===== config.mk =====
export PLATFORM = sky130hd
export DESIGN_NAME = reg_file_ctrl_flat
export DESIGN_NICKNAME = d
export VERILOG_FILES = /design/src/rtl/reg_file_ctrl_if.sv /design/src/rtl/reg_file_ctrl.sv /design/src/flat_wrapper.sv
export SDC_FILE = /design/constraint.sdc
export NUM_CORES = 1
export LEC_CHECK = 0
export CAP_MARGIN = 20
export CORE_AREA = 2 2 119 121
export CTS_CLUSTER_SIZE = 20
export DETAILED_ROUTE_END_ITERATION = 16
export DIE_AREA = 0 0 121 123
export PLACE_DENSITY = 0.54
export SYNTH_ARGS = -nofsm -noshare
export SYNTH_HDL_FRONTEND = slang
export SYNTH_SLANG_ARGS = --single-unit

===== constraint.sdc =====
create_clock -name clk -period 2.04 [get_ports clk]
set_input_delay 0.51 -clock clk [delete_from_list [all_inputs] [get_ports clk]]
set_output_delay 0.51 -clock clk [all_outputs]
set_load 0.02 [all_outputs]

===== src/rtl/reg_file_ctrl_if.sv =====
// reg_file_ctrl_if: bundles the signals of reg_file_ctrl apart from clk/reset.
//   core_*  : core pipeline read/write request, grant and read return
//   dbg_*   : debug port request, grant and read return
//   rf_*    : BRAM register file control, addresses, write data and read data
//   init_done : clear sequence complete
// Modports:
//   slave  - the controller (reg_file_ctrl)
//   master - the surrounding logic: requesters plus the BRAM
interface reg_file_ctrl_if;
  logic        core_rd_req;
  logic [4:0]  core_rs1_addr;
  logic [4:0]  core_rs2_addr;
  logic        core_wr_req;
  logic [4:0]  core_wr_addr;
  logic [31:0] core_wr_data;
  logic        core_gnt;
  logic        core_rvld;
  logic [31:0] core_src1_data;
  logic [31:0] core_src2_data;

  logic        dbg_req;
  logic        dbg_wr;
  logic [4:0]  dbg_addr;
  logic [31:0] dbg_wdata;
  logic        dbg_gnt;
  logic        dbg_rvld;
  logic [31:0] dbg_rdata;

  logic        init_done;

  logic        rf_reg_enabl;
  logic        rf_wr_enabl;
  logic [4:0]  rf_src1_addr;
  logic [4:0]  rf_src2_addr;
  logic [4:0]  rf_dst_addr;
  logic [31:0] rf_dst_data;
  logic [31:0] rf_src1_data;
  logic [31:0] rf_src2_data;

  modport slave (
    input  core_rd_req, core_rs1_addr, core_rs2_addr, core_wr_req, core_wr_addr, core_wr_data,
    output core_gnt, core_rvld, core_src1_data, core_src2_data,
    input  dbg_req, dbg_wr, dbg_addr, dbg_wdata,
    output dbg_gnt, dbg_rvld, dbg_rdata,
    output init_done,
    output rf_reg_enabl, rf_wr_enabl, rf_src1_addr, rf_src2_addr, rf_dst_addr, rf_dst_data,
    input  rf_src1_data, rf_src2_data
  );

  modport master (
    output core_rd_req, core_rs1_addr, core_rs2_addr, core_wr_req, core_wr_addr, core_wr_data,
    input  core_gnt, core_rvld, core_src1_data, core_src2_data,
    output dbg_req, dbg_wr, dbg_addr, dbg_wdata,
    input  dbg_gnt, dbg_rvld, dbg_rdata,
    input  init_done,
    input  rf_reg_enabl, rf_wr_enabl, rf_src1_addr, rf_src2_addr, rf_dst_addr, rf_dst_data,
    output rf_src1_data, rf_src2_data
  );
endinterface


===== src/rtl/reg_file_ctrl.sv =====
// reg_file_ctrl: sequencer/arbiter for a 32x32 dual-read, single-write READ_FIRST BRAM
// register file with 1-cycle synchronous read.
//   - After reset, writes INIT_VALUE to all 32 entries (32 cycles), then raises init_done.
//   - Arbitrates each cycle between the core pipeline and the debug port; debug wins when
//     the core is idle or after DBG_MAX_WAIT consecutive denied cycles.
//   - x0 is never written in RUN and always reads as zero.
// Ports:
//   clk   - cpu clock
//   reset - asynchronous, active-high reset
//   bus   - reg_file_ctrl_if.slave (core, debug, init_done and BRAM signals)
// Parameters:
//   DBG_MAX_WAIT - denied debug cycles before debug is forced ahead of the core (1..15)
//   INIT_VALUE   - value written to every register during the clear sequence
// Build option:
//   RF_BYPASS_EN - when defined, a read that collides with a same-cycle write to the same
//                  nonzero address returns the new data instead of the old contents.
module reg_file_ctrl #(
  parameter int unsigned DBG_MAX_WAIT = 8,
  parameter logic [31:0] INIT_VALUE   = 32'h0
) (
  input logic            clk,
  input logic            reset,
  reg_file_ctrl_if.slave bus
);

  localparam logic [0:0] StInit = 1'b0;
  localparam logic [0:0] StRun  = 1'b1;

  localparam logic [3:0] MaxWait = 4'(DBG_MAX_WAIT);

  logic [0:0] state_q, state_d;
  logic [4:0] clr_cnt_q, clr_cnt_d;
  logic [3:0] starve_q, starve_d;
  logic       core_rvld_q, core_rvld_d;
  logic       dbg_rvld_q, dbg_rvld_d;
  logic       src1_zero_q, src1_zero_d;
  logic       src2_zero_q, src2_zero_d;

  logic        core_req;
  logic        init_act;
  logic        run_act;
  logic        core_gnt;
  logic        dbg_gnt;
  logic        rf_reg_en;
  logic        rf_wr_en;
  logic [4:0]  rf_src1_addr;
  logic [4:0]  rf_src2_addr;
  logic [4:0]  rf_dst_addr;
  logic [31:0] rf_dst_data;
  logic [31:0] src1_ret;
  logic [31:0] src2_ret;

  // Outputs are held at zero while reset is asserted, including the combinational ones.
  assign init_act = !reset && (state_q == StInit);
  assign run_act  = !reset && (state_q == StRun);

  assign core_req = bus.core_rd_req | bus.core_wr_req;
  assign dbg_gnt  = run_act && bus.dbg_req && (!core_req || (starve_q == MaxWait));
  assign core_gnt = run_act && core_req && !dbg_gnt;

  // BRAM control
  always_comb begin
    rf_reg_en    = init_act | run_act;
    rf_wr_en     = 1'b0;
    rf_src1_addr = 5'd0;
    rf_src2_addr = 5'd0;
    rf_dst_addr  = 5'd0;
    rf_dst_data  = 32'h0;
    if (init_act) begin
      rf_wr_en    = 1'b1;
      rf_dst_addr = clr_cnt_q;
      rf_dst_data = INIT_VALUE;
    end else if (core_gnt) begin
      rf_src1_addr = bus.core_rs1_addr;
      rf_src2_addr = bus.core_rs2_addr;
      if (bus.core_wr_req) begin
        rf_dst_addr = bus.core_wr_addr;
        rf_dst_data = bus.core_wr_data;
        rf_wr_en    = (bus.core_wr_addr != 5'd0);
      end
    end else if (dbg_gnt) begin
      if (bus.dbg_wr) begin
        rf_dst_addr = bus.dbg_addr;
        rf_dst_data = bus.dbg_wdata;
        rf_wr_en    = (bus.dbg_addr != 5'd0);
      end else begin
        rf_src1_addr = bus.dbg_addr;
      end
    end
  end

  // Next state
  always_comb begin
    state_d   = state_q;
    clr_cnt_d = clr_cnt_q;
    if (state_q == StInit) begin
      clr_cnt_d = clr_cnt_q + 5'd1;
      if (clr_cnt_q == 5'd31) begin
        state_d = StRun;
      end
    end
    // Counts consecutive denied debug cycles; any grant or a dropped request restarts it.
    starve_d    = (run_act && bus.dbg_req && !dbg_gnt) ? starve_q + 4'd1 : 4'd0;
    core_rvld_d = core_gnt && bus.core_rd_req;
    dbg_rvld_d  = dbg_gnt && !bus.dbg_wr;
    src1_zero_d = (rf_src1_addr == 5'd0);
    src2_zero_d = (rf_src2_addr == 5'd0);
  end

  always_ff @(posedge clk or posedge reset) begin
    if (reset) begin
      state_q     <= StInit;
      clr_cnt_q   <= 5'd0;
      starve_q    <= 4'd0;
      core_rvld_q <= 1'b0;
      dbg_rvld_q  <= 1'b0;
      src1_zero_q <= 1'b0;
      src2_zero_q <= 1'b0;
    end else begin
      state_q     <= state_d;
      clr_cnt_q   <= clr_cnt_d;
      starve_q    <= starve_d;
      core_rvld_q <= core_rvld_d;
      dbg_rvld_q  <= dbg_rvld_d;
      src1_zero_q <= src1_zero_d;
      src2_zero_q <= src2_zero_d;
    end
  end

`ifdef RF_BYPASS_EN
  logic [31:0] wr_data_q, wr_data_d;
  logic        byp1_q, byp1_d;
  logic        byp2_q, byp2_d;

  // rf_wr_en already excludes address 0 in RUN, and reads only happen in RUN.
  always_comb begin
    wr_data_d = rf_dst_data;
    byp1_d    = rf_wr_en && (core_rvld_d || dbg_rvld_d) && (rf_src1_addr == rf_dst_addr);
    byp2_d    = rf_wr_en && core_rvld_d && (rf_src2_addr == rf_dst_addr);
  end

  always_ff @(posedge clk or posedge reset) begin
    if (reset) begin
      wr_data_q <= 32'h0;
      byp1_q    <= 1'b0;
      byp2_q    <= 1'b0;
    end else begin
      wr_data_q <= wr_data_d;
      byp1_q    <= byp1_d;
      byp2_q    <= byp2_d;
    end
  end

  assign src1_ret = src1_zero_q ? 32'h0 : (byp1_q ? wr_data_q : bus.rf_src1_data);
  assign src2_ret = src2_zero_q ? 32'h0 : (byp2_q ? wr_data_q : bus.rf_src2_data);
`else
  // READ_FIRST: a colliding read returns the old contents.
  assign src1_ret = src1_zero_q ? 32'h0 : bus.rf_src1_data;
  assign src2_ret = src2_zero_q ? 32'h0 : bus.rf_src2_data;
`endif

  assign bus.core_gnt       = core_gnt;
  assign bus.dbg_gnt        = dbg_gnt;
  assign bus.core_rvld      = core_rvld_q;
  assign bus.dbg_rvld       = dbg_rvld_q;
  assign bus.core_src1_data = core_rvld_q ? src1_ret : 32'h0;
  assign bus.core_src2_data = core_rvld_q ? src2_ret : 32'h0;
  // Debug reads share the src1 port.
  assign bus.dbg_rdata      = dbg_rvld_q ? src1_ret : 32'h0;
  assign bus.init_done      = (state_q == StRun);
  assign bus.rf_reg_enabl   = rf_reg_en;
  assign bus.rf_wr_enabl    = rf_wr_en;
  assign bus.rf_src1_addr   = rf_src1_addr;
  assign bus.rf_src2_addr   = rf_src2_addr;
  assign bus.rf_dst_addr    = rf_dst_addr;
  assign bus.rf_dst_data    = rf_dst_data;

endmodule


===== src/flat_wrapper.sv =====
// flat-port wrapper written by rule: the top's interface ports become plain ports
module reg_file_ctrl_flat 
#(
  parameter int unsigned DBG_MAX_WAIT = 8,
  parameter logic [31:0] INIT_VALUE   = 32'h0
)
  (clk, reset, bus_core_rd_req, bus_core_rs1_addr, bus_core_rs2_addr, bus_core_wr_req, bus_core_wr_addr, bus_core_wr_data, bus_core_gnt, bus_core_rvld, bus_core_src1_data, bus_core_src2_data, bus_dbg_req, bus_dbg_wr, bus_dbg_addr, bus_dbg_wdata, bus_dbg_gnt, bus_dbg_rvld, bus_dbg_rdata, bus_init_done, bus_rf_reg_enabl, bus_rf_wr_enabl, bus_rf_src1_addr, bus_rf_src2_addr, bus_rf_dst_addr, bus_rf_dst_data, bus_rf_src1_data, bus_rf_src2_data);
  reg_file_ctrl_if bus_i ();
  input logic clk;
  input logic reset;
  input wire logic [$bits(bus_i.core_rd_req)-1:0] bus_core_rd_req;
  input wire logic [$bits(bus_i.core_rs1_addr)-1:0] bus_core_rs1_addr;
  input wire logic [$bits(bus_i.core_rs2_addr)-1:0] bus_core_rs2_addr;
  input wire logic [$bits(bus_i.core_wr_req)-1:0] bus_core_wr_req;
  input wire logic [$bits(bus_i.core_wr_addr)-1:0] bus_core_wr_addr;
  input wire logic [$bits(bus_i.core_wr_data)-1:0] bus_core_wr_data;
  output wire logic [$bits(bus_i.core_gnt)-1:0] bus_core_gnt;
  output wire logic [$bits(bus_i.core_rvld)-1:0] bus_core_rvld;
  output wire logic [$bits(bus_i.core_src1_data)-1:0] bus_core_src1_data;
  output wire logic [$bits(bus_i.core_src2_data)-1:0] bus_core_src2_data;
  input wire logic [$bits(bus_i.dbg_req)-1:0] bus_dbg_req;
  input wire logic [$bits(bus_i.dbg_wr)-1:0] bus_dbg_wr;
  input wire logic [$bits(bus_i.dbg_addr)-1:0] bus_dbg_addr;
  input wire logic [$bits(bus_i.dbg_wdata)-1:0] bus_dbg_wdata;
  output wire logic [$bits(bus_i.dbg_gnt)-1:0] bus_dbg_gnt;
  output wire logic [$bits(bus_i.dbg_rvld)-1:0] bus_dbg_rvld;
  output wire logic [$bits(bus_i.dbg_rdata)-1:0] bus_dbg_rdata;
  output wire logic [$bits(bus_i.init_done)-1:0] bus_init_done;
  output wire logic [$bits(bus_i.rf_reg_enabl)-1:0] bus_rf_reg_enabl;
  output wire logic [$bits(bus_i.rf_wr_enabl)-1:0] bus_rf_wr_enabl;
  output wire logic [$bits(bus_i.rf_src1_addr)-1:0] bus_rf_src1_addr;
  output wire logic [$bits(bus_i.rf_src2_addr)-1:0] bus_rf_src2_addr;
  output wire logic [$bits(bus_i.rf_dst_addr)-1:0] bus_rf_dst_addr;
  output wire logic [$bits(bus_i.rf_dst_data)-1:0] bus_rf_dst_data;
  input wire logic [$bits(bus_i.rf_src1_data)-1:0] bus_rf_src1_data;
  input wire logic [$bits(bus_i.rf_src2_data)-1:0] bus_rf_src2_data;
  assign bus_i.core_rd_req = bus_core_rd_req;
  assign bus_i.core_rs1_addr = bus_core_rs1_addr;
  assign bus_i.core_rs2_addr = bus_core_rs2_addr;
  assign bus_i.core_wr_req = bus_core_wr_req;
  assign bus_i.core_wr_addr = bus_core_wr_addr;
  assign bus_i.core_wr_data = bus_core_wr_data;
  assign bus_core_gnt = bus_i.core_gnt;
  assign bus_core_rvld = bus_i.core_rvld;
  assign bus_core_src1_data = bus_i.core_src1_data;
  assign bus_core_src2_data = bus_i.core_src2_data;
  assign bus_i.dbg_req = bus_dbg_req;
  assign bus_i.dbg_wr = bus_dbg_wr;
  assign bus_i.dbg_addr = bus_dbg_addr;
  assign bus_i.dbg_wdata = bus_dbg_wdata;
  assign bus_dbg_gnt = bus_i.dbg_gnt;
  assign bus_dbg_rvld = bus_i.dbg_rvld;
  assign bus_dbg_rdata = bus_i.dbg_rdata;
  assign bus_init_done = bus_i.init_done;
  assign bus_rf_reg_enabl = bus_i.rf_reg_enabl;
  assign bus_rf_wr_enabl = bus_i.rf_wr_enabl;
  assign bus_rf_src1_addr = bus_i.rf_src1_addr;
  assign bus_rf_src2_addr = bus_i.rf_src2_addr;
  assign bus_rf_dst_addr = bus_i.rf_dst_addr;
  assign bus_rf_dst_data = bus_i.rf_dst_data;
  assign bus_i.rf_src1_data = bus_rf_src1_data;
  assign bus_i.rf_src2_data = bus_rf_src2_data;
  reg_file_ctrl #(.DBG_MAX_WAIT(DBG_MAX_WAIT), .INIT_VALUE(INIT_VALUE)) u_core (.clk(clk), .reset(reset), .bus(bus_i));
endmodule

==> flow_metrics.env, run 1 <==
export IMPL_setup_slack_ns=-0.396
export IMPL_endpoint="bus_rf_dst_data[27]"
export IMPL_end_kind="primary output"
export IMPL_cp_slowest_cell="dfrtp_1"
export IMPL_port_buffers=303
export IMPL_ys_types=34
export IMPL_synth_top_area_share_pct=31.4
export IMPL_p_seq_share_pct=18.8
export IMPL_synth_warnings=0
export IMPL_hold_violations=0
export IMPL_finClkSkew_ns=0.00320
export IMPL_p_switching_w=0.000443
export IMPL_switching_share_pct=28.8
export IMPL_timing_slew_headroom_pct=73.2
export IMPL_yosys_area_top_type="and2_1"
export IMPL_fin_nets=753
export IMPL_clock_sinks=14
export IMPL_tightestPinTransition_ns=0.400
export IMPL_grt_overflow=0
export IMPL_drv_slew=0
export IMPL_clkLatencyLatePin_ns=0.24
export IMPL_crit_family="compound AO/OA/AOI/OAI gates"
export IMPL_grt_setup_unrepaired="yes"
export IMPL_synth_area_leaders="and2_1 (31%), dfrtp_1 (18%), a22o_1 (15%)"
export IMPL_required_ns=1.53
export IMPL_die_y_um=123
export IMPL_cp_num_cells=8
export IMPL_crit_top_cell="buf_12"
export IMPL_place_congestion=0.740
export IMPL_drive_above_1_share_pct=33.7
export IMPL_ys_ff_latch=14
export IMPL_powerDensity_mw_per_mm2=268
export IMPL_h_tree_depth=1
export IMPL_period_needed_ns=2.44
export IMPL_critical_path_class="reg -> out"
export IMPL_status="finished, violations left"
export IMPL_start_kind="flip-flop"
export IMPL_critPathLaunch="u_core.starve_q[0]$_DFF_PP0_"
export IMPL_wl_per_cell_um=15.8
export IMPL_drt_total_wl_um=12200
export IMPL_pre_cts_slack_ns=-1.04
export IMPL_synth_area_mm2=0.00197
export IMPL_setup_viol=50
export IMPL_power_leakage_nw=2.71
export IMPL_track_usage_pct=15.3
export IMPL_cts_tree="done"
export IMPL_clk_pin_slew_ns=0.05
export IMPL_netlist_instances=253
export IMPL_diodes=0
export IMPL_cts_max_path_buffers=2
export IMPL_dominantRegCellSynth="dfrtp_1"
export IMPL_utilization_pct=42.3
export IMPL_async_reset_ff_share_pct=100
export IMPL_vias_per_cell=4.15
export IMPL_fill_cells=1368
export IMPL_cts_buffers=3
export IMPL_hpwl_um=10600
export IMPL_root_buffer="clkbuf_16"
export IMPL_cp_max_fo=8
export IMPL_crit_path_max_incr_delay_ns=0.34
export IMPL_synth_edff_count=0
export IMPL_crit_buf_inv=4
export IMPL_cp_cell_sequence="inv_1, ha_2, and3b_2, o211a_4, buf_12, buf_12, a22o_4, buf_6"
export IMPL_post_route_drc_count=0
export IMPL_core_area_mm2=0.0136
export IMPL_ys_seq_area_share_pct=17.7
export IMPL_grt_pass1_wl_um=17600
export IMPL_drt_initial_drc_count=62
export IMPL_rows=43
export IMPL_fmax_mhz=411
export IMPL_die_area_mm2=0.0149
export IMPL_hold_class="in -> async"
export IMPL_start_util_pct=14.5
export IMPL_violations="setup timing"
export IMPL_min_period_over_period_pct=119
export IMPL_io_pins=304
export IMPL_grt_max_degree=33
export IMPL_reg2reg_slack_ns=0.46
export IMPL_vias=3214
export IMPL_firstDrtPassIters=4
export IMPL_arrival_ns=1.93
export IMPL_synth_area_per_cell_um2=7.80
export IMPL_grt_pass1_vias=3308
export IMPL_combPwrFrac_pct=54.5
export IMPL_die_w_um=121
export IMPL_clock_power_share_pct=26.8
export IMPL_r2r_end="u_core.src1_zero_q$_DFF_PP0_"
export IMPL_vdd_drop_max_mv=0.218
export IMPL_r2r_cells=7
export IMPL_antenna_left=0
export IMPL_r2r_start="u_core.starve_q[0]$_DFF_PP0_"
export IMPL_syn2layout_area_growth_pct=191
export IMPL_p_int_w=0.00110
export IMPL_antenna_found_initial=1
export IMPL_synth_fp_nets=411
export IMPL_drv_cap=0
[worst register-to-register path: cells and delay by family (launching register included)]
kind                     cells  cell delay, ns
AND/OR/NAND/NOR              1            0.14
adder cells (fa/ha/maj)      1            0.17
buffers and inverters        3            0.35
AO/OA/AOI/OAI                2            0.44
flip-flops                   1            0.37
[cell type report]
cell class | instances | area (µm²) | share of cell area (%)
clock buffers | 4 | 88.8 | 1.54
inverters | 7 | 26.3 | 0.457
multi-input cells | 212 | 1690 | 29.3
flip-flops and latches | 14 | 352 | 6.11
well taps | 180 | 225 | 3.91
repair buffers | 357 | 3380 | 58.7
[kinds of logic (layout without fill, tap and decap cells)]
group                    Yosys count  count (layout)  share of synthesized area (%)
XOR/XNOR                           5               5                           2.22
AO/OA/AOI/OAI                     47              47                           21.6
multiplexers                       4               4                           2.15
AND/OR/NAND/NOR                  152             152                           46.9
adder cells (fa/ha/maj)            4               4                           2.53
buffers and inverters             27             368                           6.84
flip-flops                        14              14                           17.7
[power groups by stage]
stage	Clock, W	Sequential, W	Combinational [W]
after floorplan	0	0.000293	0.000263
after global placement	0	0.000292	0.000820
after detailed placement	0	0.000292	0.000827
after CTS	0.000420	0.000288	0.000850
after global routing	0.000435	0.000290	0.000894
final	0.000412	0.000289	0.000839
[synthesized netlist by cell type (2+ instances only)]
cell type	number
buf_6	3
o21ai_0	3
mux2_2	2
nor3_1	8
nand4b_1	2
ha_1	4
and3b_1	4
and2_1	99
mux2i_1	2
a22o_1	34
clkbuf_1	10
and3_1	3
or2_2	2
nor2b_1	3
inv_1	7
nand3_1	4
xnor2_1	4
nand2_1	8
dfrtp_1	14
buf_2	6
nand2b_1	5
nor2_1	9
a221o_1	6
[state kept, by name, summed over array words and instances, names as in the netlist]
register / count
u_core.src1_zero_q: 1
u_core.bus.dbg_rvld: 1
u_core.bus.init_done: 1
u_core.starve_q: 4
u_core.src2_zero_q: 1
u_core.bus.core_rvld: 1
u_core.clr_cnt_q: 5
[layout by cell type (no fill, tap or decap), drive strengths merged, types with 4 or more instances in the layout]
master / synthesis / final
nand2: 8 / 8
clkdlybuf4s50: 0 / 151
nor3: 9 / 9
clkbuf: 10 / 51
a221o: 6 / 6
and2: 99 / 99
a22o: 34 / 34
nand2b: 5 / 5
dfrtp: 14 / 14
buf: 10 / 105
nor2: 9 / 9
xnor2: 4 / 4
clkdlybuf4s15: 0 / 40
and3b: 4 / 4
ha: 4 / 4
nand3: 4 / 4
dlygate4sd2: 0 / 14
inv: 7 / 7
[routing by layer]
layer / vias to the layer above / routed length (µm) / global-route usage, %
met5: - / 13 / 0
met4: 2 / 176 / 4.00
met3: 12 / 1360 / 5.17
met2: 194 / 6690 / 31.0
met1: 1452 / 4010 / 14.6
li1: 1554 / - / -
[how the worst min path moves through the flow]
| stage | slack (ns) | to | depth (start not counted) |
|---|---|---|---|
| 2_1_floorplan | 0.40 | u_core.bus.core_rvld$_DFF_PP0_ | 1 |
| 3_3_place_gp | 0.49 | u_core.clr_cnt_q[3]$_DFFE_PP0N_ | 1 |
| 3_5_place_dp | 0.51 | u_core.clr_cnt_q[3]$_DFFE_PP0N_ | 1 |
| 4_1_cts | 0.52 | u_core.clr_cnt_q[3]$_DFFE_PP0N_ | 1 |
| 5_1_grt | 0.54 | u_core.clr_cnt_q[3]$_DFFE_PP0N_ | 1 |
| 6_report | 0.52 | u_core.starve_q[1]$_DFF_PP0_ | 4 |
[through the flow]
stage	total power, W	hold slack [ns]	area (µm²)	setup TNS [ns]	instances
after detailed placement	0.00112	0.510	5610	-62.22	758
after floorplan	0.000557	0.399	2120	-0.288	253
after global routing	0.00162	0.538	5750	-21.23	774
after global placement	0.00111	0.493	5610	-61.77	758
final	0.00154	0.520	5750	-16.96	774
after CTS	0.00156	0.518	5890	-18.56	771
[what timing repair did]
| item | CTS | global route |
|---|---|---|
| buffers inserted | 6 | 4 |
| gates cloned | 3 | 1 |
| endpoints found under the setup margin | 146 | 140 |
| hold buffers | 0 | 0 |
| pin swaps | 36 | 10 |
| gates resized for setup | 423 | 115 |
(Power assumes the default switching activity.)
==> inputs of run 2 (changes only) <==
--- a/config.mk
+++ b/config.mk
@@ -7,6 +7,7 @@
 export LEC_CHECK = 0
 export CAP_MARGIN = 20
 export CORE_AREA = 2 2 119 121
+export CTS_BUF_LIST = sky130_fd_sc_hd__clkbuf_16
 export CTS_CLUSTER_SIZE = 20
 export DETAILED_ROUTE_END_ITERATION = 16
 export DIE_AREA = 0 0 121 123
==> run 2 against run 1 <==
Net effect:
- the run still ends with setup timing left
- cell count unchanged
- maximum frequency up 0.20%
- core utilization about the same
- global-route usage about the same
- worst hold slack about the same
- clock power down 9.5%
- first-iteration DRC count up 4.8%
- critical path type unchanged
==> flow_metrics.env, run 2 (synthesis results as in run 1) <==
export IMPL_status="finished, violations left"
export IMPL_violations="setup timing"
export IMPL_dp_cells=758
export IMPL_setup_slack_ns=-0.391
export IMPL_track_usage_pct=15.3
export IMPL_hold_violations=0
export IMPL_hpwl_um=10600
export IMPL_wl_per_cell_um=15.8
export IMPL_clock_sinks=14
export IMPL_cts_tree="done"
export IMPL_clk_pin_slew_ns=0.05
export IMPL_root_buffer="clkbuf_16"
export IMPL_post_route_drc_count=0
export IMPL_start_kind="flip-flop"
export IMPL_ff_latch_area_um2=352
export IMPL_largest_registers="u_core.clr_cnt_q (5), u_core.starve_q (4)"
export IMPL_antenna_left=0
export IMPL_timing_slew_headroom_pct=73.2
export IMPL_die_y_um=123
export IMPL_cts_buffers=3
export IMPL_final_cell_count_no_fill=774
export IMPL_fmax_mhz=411
export IMPL_fin_nets=753
export IMPL_final_common_cell="clkdlybuf4s50_1"
export IMPL_final_cell_mix="clkdlybuf4s50_1 (151), and2_1 (94), buf_6 (55), clkbuf_2 (44), buf_4 (41)"
export IMPL_required_ns=1.53
export IMPL_multi_input_area_mm2=0.00169
export IMPL_largest_reg_flops=5
export IMPL_drv_cap=0
export IMPL_diodes=0
export IMPL_vdd_drop_max_mv=0.214
export IMPL_tightestPinTransition_ns=0.400
export IMPL_firstDrtPassIters=4
export IMPL_placed_cell_area_mm2=0.00561
export IMPL_drt_initial_drc_count=65
export IMPL_cts_hold_buf=0
export IMPL_h_tree_depth=1
export IMPL_cp_max_fo=8
export IMPL_power_leakage_nw=2.71
export IMPL_drt_total_wl_um=12200
export IMPL_clkLatencyLatePin_ns=0.25
export IMPL_io_pins=304
export IMPL_tns_ns=-16.84
export IMPL_core_area_mm2=0.0136
export IMPL_start_util_pct=14.5
export IMPL_drv_slew=0
export IMPL_powerDensity_mw_per_mm2=261
export IMPL_rows=43
export IMPL_grt_pass1_wl_um=17700
export IMPL_total_power_w=0.00150
export IMPL_die_area_mm2=0.0149
export IMPL_finClkSkew_ns=0.00457
export IMPL_end_kind="primary output"
export IMPL_vias=3222
export IMPL_port_buffers=303
export IMPL_final_cell_area_mm2=0.00576
export IMPL_vias_per_cell=4.16
export IMPL_cts_max_path_buffers=2
export IMPL_place_congestion=0.740
export IMPL_fill_cells=1375
export IMPL_grt_overflow=0
export IMPL_period_needed_ns=2.43
export IMPL_antenna_found_initial=1
export IMPL_grt_pass1_vias=3316
export IMPL_syn2layout_area_growth_pct=192
export IMPL_critical_path_class="reg -> out"
export IMPL_largest_register="u_core.clr_cnt_q"
export IMPL_grt_max_degree=33
export IMPL_min_period_over_period_pct=119
export IMPL_setup_viol=50
export IMPL_hold_slack_ns=0.520
export IMPL_arrival_ns=1.92
export IMPL_drive_above_1_share_pct=33.0
export IMPL_hold_class="in -> async"
export IMPL_die_w_um=121
export IMPL_grt_setup_unrepaired="yes"
==> run 2: cell type report <==
cell class                      instances  share of cell area, %
Tap cell                              180                   3.91
Sequential cell                        14                   6.11
Inverter                                7                  0.456
Clock inverter                          1                 0.0652
Multi-Input combinational cell        212                   29.3
Timing Repair Buffer                  357                   58.9
Clock buffer                            3                   1.30
==> run 2: metrics by stage <==
step           utilization (%)  worst slack (ns)
2_1_floorplan                -           -0.0311
3_3_place_gp              41.2             -1.03
3_5_place_dp              41.2             -1.04
4_1_cts                   43.2            -0.481
5_1_grt                   42.3            -0.469
6_report                  42.3            -0.391
==> run 2: power by group <==
group	internal, W	leakage [nW]	switching (W)
sequential	0.000284	0.182	0.00000493
clock	0.000259	0.0385	0.000114
combinational	0.000517	2.49	0.000323
total	0.00106	2.71	0.000442
==> run 2: worst paths after layout <==
check                                                startpoint                               to  slack [ns]  cells past startpoint
worst max-delay path               u_core.starve_q[0]$_DFF_PP0_              bus_rf_dst_data[27]       -0.39                      8
worst min-delay path                                      reset    u_core.bus.dbg_rvld$_DFF_PP0_        0.52                      4
worst max register to register     u_core.starve_q[0]$_DFF_PP0_     u_core.src1_zero_q$_DFF_PP0_        0.45                      7
worst min register to register  u_core.clr_cnt_q[3]$_DFFE_PP0N_  u_core.clr_cnt_q[3]$_DFFE_PP0N_        0.52                      1
max in group asynchronous                                 reset   u_core.bus.init_done$_DFF_PP0_        1.33                      4
min in group clk                u_core.clr_cnt_q[3]$_DFFE_PP0N_  u_core.clr_cnt_q[3]$_DFFE_PP0N_        0.52                      1
==> run 2: worst max-delay path: stages (launching register included) <==
cell     delay, ns
dfrtp_1       0.34
inv_1         0.05
ha_2          0.17
and3b_2       0.21
o211a_4       0.25
buf_12        0.14
buf_12        0.14
a22o_4        0.24
buf_6         0.13
==> run 2: metal layers <==
| metal | vias up | GRT usage (%) | routed length (µm) |
|---|---|---|---|
| met3 | 10 | 5.21 | 1390 |
| met1 | 1462 | 14.5 | 3990 |
| li1 | 1555 | - | - |
| met5 | - | 0 | 13 |
| met4 | 2 | 3.63 | 146 |
| met2 | 193 | 31.3 | 6710 |
==> run 2: timing repair <==
action                                 in CTS  in global routing
pin swaps                                  36                 10
resized for setup                         423                111
cloned                                      3                  1
endpoints found under the hold margin       0                  0
setup endpoints to repair                 146                140
setup buffers                               6                  4
==> inputs of run 3 (changes only) <==
--- a/config.mk
+++ b/config.mk
@@ -11,7 +11,7 @@
 export CTS_CLUSTER_SIZE = 20
 export DETAILED_ROUTE_END_ITERATION = 16
 export DIE_AREA = 0 0 121 123
-export PLACE_DENSITY = 0.54
+export PLACE_DENSITY = 0.52
 export SYNTH_ARGS = -nofsm -noshare
 export SYNTH_HDL_FRONTEND = slang
 export SYNTH_SLANG_ARGS = --single-unit
==> constraint.sdc (replaced) <==
create_clock -name clk -period 2.8 [get_ports clk]
set_input_delay 0.7 -clock clk [delete_from_list [all_inputs] [get_ports clk]]
set_output_delay 0.7 -clock clk [all_outputs]
set_load 0.02 [all_outputs]
==> run 3 against run 2 <==
Net effect:
- the flow now finishes without violations
- clock-buffer cell count stayed put
- first-iteration DRC count is 57% higher
- worst hold slack better by 0.0044 ns
- clock power is 28% lower
- power is 31% lower
- largest power group unchanged
- global-route usage is 1.9 points lower
- sequential share of layout area is 0.40 points higher
- sequential power is 27% lower
- core utilization is 2.7 points lower
- combinational power is 34% lower
- critical endpoint is now bus_rf_src1_addr[0]
- critical path depth is 1 lower
- die area stayed put
==> flow_metrics.env, run 3 (synthesis results as in run 1) <==
export IMPL_place_congestion=0.777
export IMPL_end_kind="primary output"
export IMPL_min_period_over_period_pct=97.1
export IMPL_total_power_w=0.00103
export IMPL_antenna_left=0
export IMPL_reg2reg_slack_ns=1.07
export IMPL_cts_max_path_buffers=2
export IMPL_core_area_mm2=0.0136
export IMPL_cts_tree="done"
export IMPL_required_ns=2.10
export IMPL_drv_cap=0
export IMPL_ff_latch_area_um2=350
export IMPL_setup_viol=0
export IMPL_power_leakage_nw=2.31
export IMPL_fin_nets=735
export IMPL_powerDensity_mw_per_mm2=191
export IMPL_r2r_cells=7
export IMPL_vias=3040
export IMPL_hpwl_um=9910
export IMPL_largest_register="u_core.clr_cnt_q"
export IMPL_hold_violations=0
export IMPL_drv_slew=0
export IMPL_cts_hold_buf=0
export IMPL_hold_class="reg -> reg"
export IMPL_largest_registers="u_core.clr_cnt_q (5), u_core.starve_q (4)"
export IMPL_track_usage_pct=13.4
export IMPL_crit_buf_inv=4
export IMPL_critical_path_class="in -> out"
export IMPL_combPwrFrac_pct=53.7
export IMPL_crit_top_cell="buf_6"
export IMPL_tightestPinTransition_ns=0.548
export IMPL_r2r_end="u_core.src1_zero_q$_DFF_PP0_"
export IMPL_final_common_cell="clkdlybuf4s50_1"
export IMPL_grt_setup_unrepaired="no"
export IMPL_cp_max_fo=3
export IMPL_syn2layout_area_growth_pct=173
export IMPL_clock_power_share_pct=25.9
export IMPL_fmax_mhz=368
export IMPL_diodes=0
export IMPL_vdd_drop_max_mv=0.134
export IMPL_clkLatencyLatePin_ns=0.24
export IMPL_drt_initial_drc_count=102
export IMPL_grt_overflow=0
export IMPL_grt_max_degree=39
export IMPL_crit_path_max_incr_delay_ns=0.39
export IMPL_multi_input_area_mm2=0.00152
export IMPL_antenna_found_initial=0
export IMPL_tns_ns=0
export IMPL_drt_total_wl_um=11500
export IMPL_rows=43
export IMPL_fill_cells=1411
export IMPL_worstHoldPathCells=1
export IMPL_die_w_um=121
export IMPL_grt_pass1_wl_um=15800
export IMPL_die_y_um=123
export IMPL_finClkSkew_ns=0.00234
export IMPL_period_needed_ns=2.72
export IMPL_clk_pin_slew_ns=0.05
export IMPL_timing_slew_headroom_pct=63.4
export IMPL_status="finished, final reports clean"
export IMPL_firstDrtPassIters=4
export IMPL_final_cell_mix="clkdlybuf4s50_1 (249), and2_1 (99), a22o_1 (34), buf_4 (32), clkbuf_2 (29)"
export IMPL_p_switching_w=0.000296
export IMPL_hp_start="u_core.clr_cnt_q[3]$_DFFE_PP0N_"
export IMPL_h_tree_depth=1
export IMPL_hold_path_end="u_core.clr_cnt_q[3]$_DFFE_PP0N_"
export IMPL_cts_buffers=3
export IMPL_start_kind="input pin"
export IMPL_r2r_start="u_core.starve_q[0]$_DFF_PP0_"
export IMPL_largest_reg_flops=5
export IMPL_setup_slack_ns=0.0815
export IMPL_post_route_drc_count=0
export IMPL_p_int_w=0.000733
export IMPL_cp_slowest_cell="a2111oi_4"
export IMPL_cp_cell_sequence="buf_6, buf_6, buf_6, or2_4, a2111oi_4, a22o_1, buf_6"
export IMPL_clock_sinks=14
export IMPL_switching_share_pct=28.8
export IMPL_cp_num_cells=7
export IMPL_crit_family="compound AO/OA/AOI/OAI gates"
export IMPL_drive_above_1_share_pct=16.8
export IMPL_arrival_ns=2.02
export IMPL_utilization_pct=39.6
export IMPL_pre_cts_slack_ns=-0.651
export IMPL_p_seq_share_pct=20.4
export IMPL_die_area_mm2=0.0149
export IMPL_vias_per_cell=4.02
export IMPL_grt_pass1_vias=2930
export IMPL_root_buffer="clkbuf_16"
export IMPL_wl_per_cell_um=15.2
export IMPL_io_pins=304
export IMPL_start_util_pct=14.5
export IMPL_port_buffers=303
## run 3: worst max-delay path by stage
stage / start / to / slack (ns)
final: bus_core_wr_req / bus_rf_src1_addr[0] / 0.08
after global placement: reset / bus_rf_dst_addr[1] / -0.61
after floorplan: bus_core_rd_req / bus_rf_src1_addr[2] / 0.39
after CTS: bus_core_wr_req / bus_rf_src1_addr[0] / -0.0009
after global routing: u_core.starve_q[0]$_DFF_PP0_ / bus_rf_wr_enabl / 0.007
after detailed placement: reset / bus_rf_dst_addr[0] / -0.65
## run 3: metrics by stage
stage / cells / cell area (µm²) / hold WS, ns
global placement: 745 / 5370 / 0.518
global route: 756 / 5390 / 0.551
finish: 756 / 5390 / 0.524
CTS: 752 / 5460 / 0.523
floorplan: 253 / 1970 / 0.454
detailed placement: 745 / 5370 / 0.514
## run 3: per-layer routing
metal / global-route usage [%] / share of wire (%) / up-vias
li1: - / - / 1523
met4: 1.82 / 0.63 / 0
met3: 3.41 / 8.9 / 6
met1: 16.0 / 39 / 1349
met2: 24.7 / 52 / 162
met5: 0 / 0 / -
## run 3: area by class of cell
cell class              instances  area share, %
repair buffers                339           59.2
flip-flops and latches         14           6.50
clock inverters                 1         0.0697
multi-input cells             212           28.2
clock buffers                   3           1.39
well taps                     180           4.18
inverters                       7          0.488
## run 3: power by group through the flow
stage          clock [W]  sequential, W  combinational, W
6_report        0.000267       0.000210          0.000552
5_1_grt         0.000280       0.000211          0.000589
4_1_cts         0.000271       0.000210          0.000562
3_5_place_dp           0       0.000214          0.000574
3_3_place_gp           0       0.000213          0.000571
2_1_floorplan          0       0.000214          0.000177
## run 3: timing repair
| item | CTS | global route |
|---|---|---|
| pin swaps | 4 | 3 |
| buffers inserted | 3 | 3 |
| resized for setup | 122 | 45 |
| setup endpoints to repair | 50 | 46 |
| cloned | 0 | 1 |
